## src/rtl/clock_ctrl.sv

```systemverilog
`default_nettype none
// ============================================================================
// Module   : clock_ctrl
// Purpose  : Run / halt / single-step controller producing the one-cycle
//            clock-enable tick that gates every datapath register.
//            Raw panel buttons are synchronized, debounced and edge-detected
//            into press pulses which drive a four-state control FSM.
// Revision : 1.0  initial release
// ============================================================================
module clock_ctrl #(
   parameter int DEBOUNCE_CYCLES = 4,
   parameter int DELAY_W         = 8
) (
   input  logic               clk,
   input  logic               rst,
   input  logic               run_btn_i,
   input  logic               step_btn_i,
   input  logic               hlt_i,
   input  logic [DELAY_W-1:0] delay_i,
   output logic               tick_o,
   output logic               running_o,
   output logic               halted_o
);

   // Debounce counter only needs to reach DEBOUNCE_CYCLES-1 before the flip.
   localparam int              DB_W    = (DEBOUNCE_CYCLES > 1) ? $clog2(DEBOUNCE_CYCLES) : 1;
   localparam logic [DB_W-1:0] DB_LAST = DB_W'(DEBOUNCE_CYCLES - 1);
   localparam logic [DB_W-1:0] DB_ONE  = DB_W'(1);
   localparam logic [DELAY_W-1:0] RATE_ONE = DELAY_W'(1);

   typedef enum logic [1:0] {
      S_IDLE = 2'd0,
      S_RUN  = 2'd1,
      S_STEP = 2'd2,
      S_HLTD = 2'd3
   } state_t;

   // Bit 0 = run button, bit 1 = step button.
   logic [1:0] w_btn_raw;
   logic [1:0] w_press;

   assign w_btn_raw = {step_btn_i, run_btn_i};

   generate
      for (genvar gi = 0; gi < 2; gi++) begin : g_btn
         logic            sync1_q;
         logic            sync2_q;
         logic            level_q;
         logic            level_prev_q;
         logic            press_q;
         logic [DB_W-1:0] db_cnt_q;
         logic [DB_W-1:0] db_cnt_d;

         assign db_cnt_d = db_cnt_q + DB_ONE;

         // Synchronize, debounce and turn a rising debounced level into a one-cycle press.
         always_ff @(posedge clk or posedge rst) begin
            if (rst) begin
               sync1_q      <= 1'b0;
               sync2_q      <= 1'b0;
               level_q      <= 1'b0;
               level_prev_q <= 1'b0;
               press_q      <= 1'b0;
               db_cnt_q     <= '0;
            end else begin
               sync1_q <= w_btn_raw[gi];
               sync2_q <= sync1_q;
               if (sync2_q != level_q) begin
                  // A run of disagreeing samples long enough flips the accepted level.
                  if (db_cnt_q == DB_LAST) begin
                     level_q  <= sync2_q;
                     db_cnt_q <= '0;
                  end else begin
                     db_cnt_q <= db_cnt_d;
                  end
               end else begin
                  db_cnt_q <= '0;
               end
               level_prev_q <= level_q;
               press_q      <= level_q & ~level_prev_q;
            end
         end

         assign w_press[gi] = press_q;
      end
   endgenerate

   state_t             state_q;
   logic               tick_q;
   logic               running_q;
   logic               halted_q;
   logic [DELAY_W-1:0] rate_cnt_q;
   logic [DELAY_W-1:0] rate_cnt_d;

   assign rate_cnt_d = rate_cnt_q + RATE_ONE;

   // Control FSM with registered outputs; hlt beats run press beats step press beats rate counter.
   always_ff @(posedge clk or posedge rst) begin
      if (rst) begin
         state_q    <= S_IDLE;
         tick_q     <= 1'b0;
         running_q  <= 1'b0;
         halted_q   <= 1'b0;
         rate_cnt_q <= '0;
      end else begin
         case (state_q)
            S_IDLE: begin
               tick_q <= 1'b0;
               if (hlt_i) begin
                  state_q  <= S_HLTD;
                  halted_q <= 1'b1;
               end else if (w_press[0]) begin
                  state_q    <= S_RUN;
                  running_q  <= 1'b1;
                  rate_cnt_q <= '0;
               end else if (w_press[1]) begin
                  // The step tick is asserted for the whole STEP cycle.
                  state_q <= S_STEP;
                  tick_q  <= 1'b1;
               end
            end
            S_STEP: begin
               tick_q <= 1'b0;
               if (hlt_i) begin
                  state_q  <= S_HLTD;
                  halted_q <= 1'b1;
               end else begin
                  state_q <= S_IDLE;
               end
            end
            S_RUN: begin
               if (hlt_i) begin
                  state_q   <= S_HLTD;
                  tick_q    <= 1'b0;
                  running_q <= 1'b0;
                  halted_q  <= 1'b1;
               end else if (w_press[0]) begin
                  state_q   <= S_IDLE;
                  tick_q    <= 1'b0;
                  running_q <= 1'b0;
               end else if (rate_cnt_q >= delay_i) begin
                  // Live compare: a lowered delay ticks at once instead of wrapping.
                  tick_q     <= 1'b1;
                  rate_cnt_q <= '0;
               end else begin
                  tick_q     <= 1'b0;
                  rate_cnt_q <= rate_cnt_d;
               end
            end
            S_HLTD: begin
               tick_q    <= 1'b0;
               running_q <= 1'b0;
               halted_q  <= 1'b1;
            end
            default: begin
               state_q   <= S_IDLE;
               tick_q    <= 1'b0;
               running_q <= 1'b0;
            end
         endcase
      end
   end

   assign tick_o    = tick_q;
   assign running_o = running_q;
   assign halted_o  = halted_q;

endmodule
`default_nettype wire

```

## config.mk

```make
export PLATFORM = sky130hd
export DESIGN_NAME = clock_ctrl
export DESIGN_NICKNAME = d
export VERILOG_FILES = /design/src/rtl/clock_ctrl.sv
export SDC_FILE = /design/constraint.sdc
export NUM_CORES = 1
export LEC_CHECK = 0
export CORE_MARGIN = 2
export CORE_UTILIZATION = 33
export CTS_BUF_LIST = sky130_fd_sc_hd__clkbuf_8
export CTS_CLUSTER_DIAMETER = 100
export CTS_CLUSTER_SIZE = 25
export DETAILED_ROUTE_END_ITERATION = 7
export PLACE_DENSITY = 0.57
export RECOVER_POWER = 25
export SETUP_SLACK_MARGIN = 0.02
export SLEW_MARGIN = 20
export SYNTH_ARGS = -nofsm -noshare
export SYNTH_HDL_FRONTEND = slang
export SYNTH_SLANG_ARGS = --single-unit
```

## constraint.sdc

```tcl
create_clock -name clk -period 3 [get_ports clk]
set_input_delay 0.45 -clock clk [delete_from_list [all_inputs] [get_ports clk]]
set_output_delay 0.45 -clock clk [all_outputs]
set_load 0.01 [all_outputs]
```

==> metrics.cfg, run 1 <==
[status]
status=complete, no violations

[route]
drtAntennaViolNets=0
wl_per_cell_um=12.6
drtPass1Iterations=4
viasPerCell=4.89
num_vias=982
drc_errors=0
drtIter0Drc=20
wl_um=2530

[worst_setup_path]
critPathKind=in -> reg
rr_worst_depth=7
startpoint_type=input port
cp.arrival_ns=2.35
rrSetupSlack_ns=1.02
end_kind=register
crit_fanout=8
cpPeakStageDelay_ns=0.45
reg2reg_to=rate_cnt_q[3]$_DFFE_PP0P_
cp_cell_sequence=clkdlybuf4s50_1, inv_1, ha_1, a41o_1, a21oi_1, o311ai_4, nor2_2, a22o_1
r2r_start=rate_cnt_q[0]$_DFFE_PP0P_
crit_required_ns=3.21
slowest_stage=clkdlybuf4s50_1

[finish]
finish.instance_area_um2=1730
antennaDiodeCount=0
fillers=423
areaGrowthSynthToFinish_pct=18.3
layout-drive-gt1-share=0.0940
nets=180

[min_path]
min_to=g_btn[1].sync2_q$_DFF_PP0_
min-delay-start=g_btn[1].sync1_q$_DFF_PP0_
worstHoldPathType=reg -> reg
hold_depth=0

[clocking]
cts-htree-levels=1
cts.sinks=27
cts_hold_buf=0
numCtsBuffers=3
cts_tree=built
clkLatencyLatePin_ns=0.26
cts_buffer_depth=2
path_clk_slew_ns=0.08
cts_setup_buffers=0
ctsResizeCount=0
cts_root_buffer=clkbuf_8

[sta]
fin_skew_ns=0.00246
relSlewSlack=0.694
finalHoldViolCount=0
grt_setup_unrepaired=false
setup_viol=0
fin_crit_sh=0.713
timing.final.ws_setup_ns=0.861
worstMarginPinSlew_ns=0.458
fin_setup_tns_ns=0
final_max_slew_viol_count=0
fin_crit_ns=2.14
fmaxAchievable_ghz=0.468

[pwr]
power_density_nw_per_um2=671
p_leak_uw=0.000825
p_seq_frac=0.470
p_sw_frac=0.339
pwr-share-comb=0.362
internal_power_uw=769
p_switching_uw=394
vdd_ir_drop_max_v=0.000269
clockPowerShare=0.168

[placement]
detailedPlace.worstSlack_ns=0.581
port-buffer-count=15
placed_cell_area_um2=1690
hpwl_um=1960
place_congestion=0.738

[logic_synthesis]
yosys_register_bits=27
synth_top_area_share=0.461
ys.flop_type=dfrtp_1
yosysTopAreaCell=dfrtp_1
ys_top_cells_by_area=dfrtp_1, ha_1, nor2b_1, a22o_1, inv_1
seq_area_frac_synth=0.461
synth_edf_count=0
synth_most_common_cell=dfrtp_1
postSynth.asyncResetShare=1.00
syn_avg_cell_area_um2=11.4
synth_common_cells=dfrtp_1, ha_1, inv_1
syn-cell-area_um2=1470
yosys_warnings=0
yosysUniqueCellTypes=34
netlist_instances=129
syn-num-nets=159

[global_routing]
gr-total-overflow=0
grt_max_degree=21
grt_pass1_wl_um=4640
grt_pass1_vias=1023
grt_use_total=0.116
grt_antenna_before_repair=0

[floorplanning]
die_h_um=70.6
dieArea_um2=4990
rows=24
initial_core_util=0.339
die_x_um=70.6
pin_count=16
core-area_um2=4320

[run]
drv_cap=0

[metal layers]
layer | wire length (um) | global-route usage | part of all wire | vias to the layer above
met5 | 0 | 0 | 0 | -
met4 | 23 | 0.0440 | 0.0091 | 0
met3 | 82 | 0.0228 | 0.032 | 2
met2 | 1200 | 0.187 | 0.47 | 13
met1 | 1220 | 0.155 | 0.48 | 457
li1 | - | - | - | 510
[worst max path at each step]
stage / start / end / slack, ns / cells past startpoint
floorplan: delay_i[6] / rate_cnt_q[5]$_DFFE_PP0P_ / 1.19 / 6
global placement: delay_i[6] / rate_cnt_q[2]$_DFFE_PP0P_ / 0.64 / 8
detailed placement: delay_i[6] / rate_cnt_q[3]$_DFFE_PP0P_ / 0.58 / 8
CTS: delay_i[6] / rate_cnt_q[3]$_DFFE_PP0P_ / 0.86 / 8
global route: delay_i[6] / rate_cnt_q[2]$_DFFE_PP0P_ / 0.73 / 8
finish: delay_i[6] / rate_cnt_q[3]$_DFFE_PP0P_ / 0.86 / 8
[per-stage QoR]
step                instances  total power, uW  hold WS [ns]  utilization
CTS                       201             1180         0.365        0.401
global route              201             1270         0.383        0.401
floorplan                 129              868         0.331            -
global placement          197              959         0.337        0.390
finish                    201             1160         0.361        0.401
detailed placement        197              982         0.344        0.390
[cells in the final DEF, fill, tap and decap left out, types with 2 or more instances in the layout]
master,n
dlygate4sd3_1,3
mux2_2,2
ha_1,17
and3_1,2
nand2_1,6
dfrtp_1,27
nor2b_1,8
o21ai_1,3
a21o_1,2
o21ai_0,3
nor2_1,6
a21oi_1,5
xnor2_1,2
inv_1,12
nand2b_1,2
or3_1,2
nor3_1,5
clkdlybuf4s50_1,12
clkbuf_8,3
a22o_1,5
nand4_1,2
nand3_1,4
[sequential cells by signal, indices dropped and copies added (netlist names)]
name and cells:
rate_cnt_q 8, g_btn.db_cnt_q 4, g_btn.level_prev_q 2, g_btn.level_q 2
g_btn.press_q 2, g_btn.sync1_q 2, g_btn.sync2_q 2, state_q 2
halted_o 1, running_o 1, tick_o 1
[worst max-delay path, delay by kind of cell]
family,cells,cell delay [ns]
simple gates,1,0.21
fa+ha+maj,1,0.32
buf+inv,2,0.49
compound gates,4,0.86
[final cells by class]
type,instances,area [um2],area share
clock buffers,3,41.3,0.0238
clock inverters,1,3.75,0.00217
inverters,11,41.3,0.0238
multi-input cells,91,748,0.432
flip-flops and latches,27,676,0.390
well taps,52,65.1,0.0375
repair buffers,16,158,0.0910
[power groups by stage]
stage                     Combinational, uW  Clock, uW  Sequential (uW)
after floorplan                         333          0              535
final                                   421        195              546
after CTS                               430        207              547
after detailed placement                427          0              555
after global placement                  411          0              548
after global routing                    489        222              562
[kinds of logic (layout without fill, tap and decap cells)]
family                   Yosys count  after routing  share of synthesized area
AO/OA/AOI/OAI                     29             29                      0.173
flip-flops                        27             27                      0.461
multiplexers                       2              2                     0.0154
XOR/XNOR                           2              2                     0.0120
AND/OR/NAND/NOR                   41             41                      0.166
adder cells (fa/ha/maj)           17             17                      0.145
buffers and inverters             11             31                     0.0282
Note: power is estimated with default switching activity, not from simulation.
==> inputs of run 2 (changes only) <==
Settings changed: PLACE_DENSITY 0.57 to 0.59.
Clock period 3 ns to 1.9 ns, I/O delays scaled along.
==> run 2 against run 1 <==
  * Global-route usage grew 0.99 points
  * Count of clock-buffer cells in the layout is the same
  * Die area is the same
  * Largest cell class unchanged
  * Setup slack lost 0.82 ns
  * Sequential share of layout area shrank 4.6 points
  * Worst hold slack lost 0.0035 ns
  * Non-clock buffer count grew 19
  * Critical path type unchanged
  * Critical path depth shrank 2
  * First-iteration DRC count grew 10%
  * Total power grew 76%
  * Clock power grew 67%
  * Utilization grew 5.4 points
==> metrics.cfg, run 2 (same netlist as run 1, synthesis figures left out) <==
[clocking]
cts_root_buffer=clkbuf_8
cts_hold_buf=0  ; unchanged
cts_tree=built
path_clk_slew_ns=0.09  ; about the same
cts-htree-levels=1  ; unchanged
numCtsBuffers=3  ; unchanged
cts_buffer_depth=2  ; unchanged
clkLatencyLatePin_ns=0.28  ; +0.02 ns
cts.sinks=27  ; unchanged

[route]
wl_um=2750  ; +8.5%
drtPass1Iterations=4  ; unchanged
drc_errors=0  ; unchanged
drtAntennaViolNets=0  ; unchanged
viasPerCell=4.96  ; +1.6%
wl_per_cell_um=12.5  ; -0.85%
num_vias=1092  ; +11%
drtIter0Drc=22  ; +10%

[sta]
setup_viol=0  ; unchanged
fin_skew_ns=0.00229  ; -0.000169 ns
fmaxAchievable_ghz=0.539
finalHoldViolCount=0  ; unchanged
grt_setup_unrepaired=true
timing.hold.ws_ns=0.358  ; -0.00354 ns
worstMarginPinSlew_ns=0.662  ; +0.204 ns
fin_crit_ns=1.86
final_max_slew_viol_count=0  ; unchanged
fin_crit_sh=0.977
relSlewSlack=0.559  ; -0.135

[worst_setup_path]
rr_worst_depth=6  ; -1
r2r_start=rate_cnt_q[3]$_DFFE_PP0P_
end_kind=register
cp.arrival_ns=2.03  ; -0.32 ns
rrSetupSlack_ns=0.05  ; -0.97 ns
crit_required_ns=2.08  ; -1.13 ns
crit_fanout=8  ; unchanged
reg2reg_to=rate_cnt_q[3]$_DFFE_PP0P_
critPathKind=in -> reg
startpoint_type=input port

[min_path]
min_to=g_btn[1].sync2_q$_DFF_PP0_
worstHoldPathType=reg -> reg
hold_depth=0  ; unchanged
min-delay-start=g_btn[1].sync1_q$_DFF_PP0_

[floorplanning]
rows=24  ; unchanged
pin_count=16  ; unchanged
dieArea_um2=4990  ; unchanged
initial_core_util=0.339  ; unchanged
die_h_um=70.6  ; unchanged
die_x_um=70.6  ; unchanged
core-area_um2=4320  ; unchanged

[run]
drv_cap=0  ; unchanged

[finish]
final_common_cell=dfrtp_1
nets=199  ; +11%
reg_top3=rate_cnt_q: 8 flops, g_btn.db_cnt_q: 4 flops
largest_reg_flops=8  ; unchanged
layout_common_cells=dfrtp_1, buf_4, ha_1
layoutNonFillerInstCount=220  ; +9.5%
layout-drive-gt1-share=0.268  ; +0.174
areaGrowthSynthToFinish_pct=34.1
largest-register=rate_cnt_q
finish.instance_area_um2=1960  ; +13%
antennaDiodeCount=0  ; unchanged

[placement]
hpwl_um=2070  ; +5.8%
placed_cell_area_um2=1790  ; +6.2%
placed_cells=211  ; +7.1%
port-buffer-count=15  ; unchanged
place_congestion=0.780  ; +5.6%

[global_routing]
grt_antenna_before_repair=0  ; unchanged
grt_pass1_wl_um=4970  ; +7.0%
grt_max_degree=28  ; +33%
gr-total-overflow=0  ; unchanged
grt_pass1_vias=1153  ; +13%
grt_use_total=0.126  ; +0.00989

[pwr]
power_density_nw_per_um2=1040  ; +55%
design_power_total_uw=2040  ; +76%
p_leak_uw=0.000957  ; +16%
vdd_ir_drop_max_v=0.000524  ; +95%

[status]
status=complete, no violations

[run 2: changes by cell type in the layout (fill, tap and decap cells not counted), moves of 2 or more]
| cell | change |
|---|---|
| nor2_4 | +2 |
| buf_4 | +18 |
| clkdlybuf4s50_1 | -7 |
| ha_1 | -5 |
| inv_1 | -4 |
| dlygate4sd2_1 | +3 |
| dlymetal6s2s_1 | +4 |
| inv_2 | +4 |
| ha_4 | +5 |
[run 2: worst max-delay path by stage]
stage                                          from                         to  cells after the start
after floorplan           rate_cnt_q[0]$_DFFE_PP0P_  rate_cnt_q[5]$_DFFE_PP0P_                      6
after global placement                   delay_i[6]  rate_cnt_q[2]$_DFFE_PP0P_                      8
after detailed placement                 delay_i[6]  rate_cnt_q[2]$_DFFE_PP0P_                      8
after CTS                 rate_cnt_q[0]$_DFFE_PP0P_  rate_cnt_q[3]$_DFFE_PP0P_                      7
after global routing      rate_cnt_q[0]$_DFFE_PP0P_  rate_cnt_q[5]$_DFFE_PP0P_                      6
final                                    delay_i[1]  rate_cnt_q[5]$_DFFE_PP0P_                      6
[run 2: report_power, final]
group / switching, uW / leakage, uW / internal, uW
clock: 180 / 0.0000269 / 145
combinational: 380 / 0.000593 / 479
sequential: 130 / 0.000338 / 729
total: 690 / 0.000957 / 1350
[run 2: final cells by class]
class / instances / area [um2]
Clock inverter: 1 / 3.75
Sequential cell: 27 / 676
Tap cell: 52 / 65.1
Inverter: 11 / 41.3
Timing Repair Buffer: 35 / 304
Multi-Input combinational cell: 91 / 833
Fill cell: 424 / 2360
Clock buffer: 3 / 41.3
[run 2: per-layer routing]
metal	GRT usage	vias to the layer above	wire length (um)
met5	0	-	0
met4	0.0629	0	64
met3	0.0256	5	104
met2	0.221	16	1340
met1	0.145	529	1240
li1	-	542	-
[run 2: timing repair]
item / CTS / global route
resized for setup: 14 / 8
buffers inserted: 2 / 3
pin swaps: 11 / 3
endpoints found under the setup margin: 6 / 6
[run 2: per-stage QoR]
step | setup WS [ns] | setup TNS (ns) | util
final | 0.0444 | 0 | 0.454
after global routing | -0.0622 | -0.302 | 0.454
after CTS | 0.0183 | 0 | 0.445
after detailed placement | -0.353 | -2.43 | 0.415
after global placement | -0.280 | -1.91 | 0.415
after floorplan | 0.127 | 0 | -
[run 2: worst max-delay path: stages]
cell and delay (ns):
clkdlybuf4s50_1 0.46, inv_1 0.06, ha_4 0.24, a2111oi_4 0.45
o311ai_4 0.22, o41ai_2 0.32
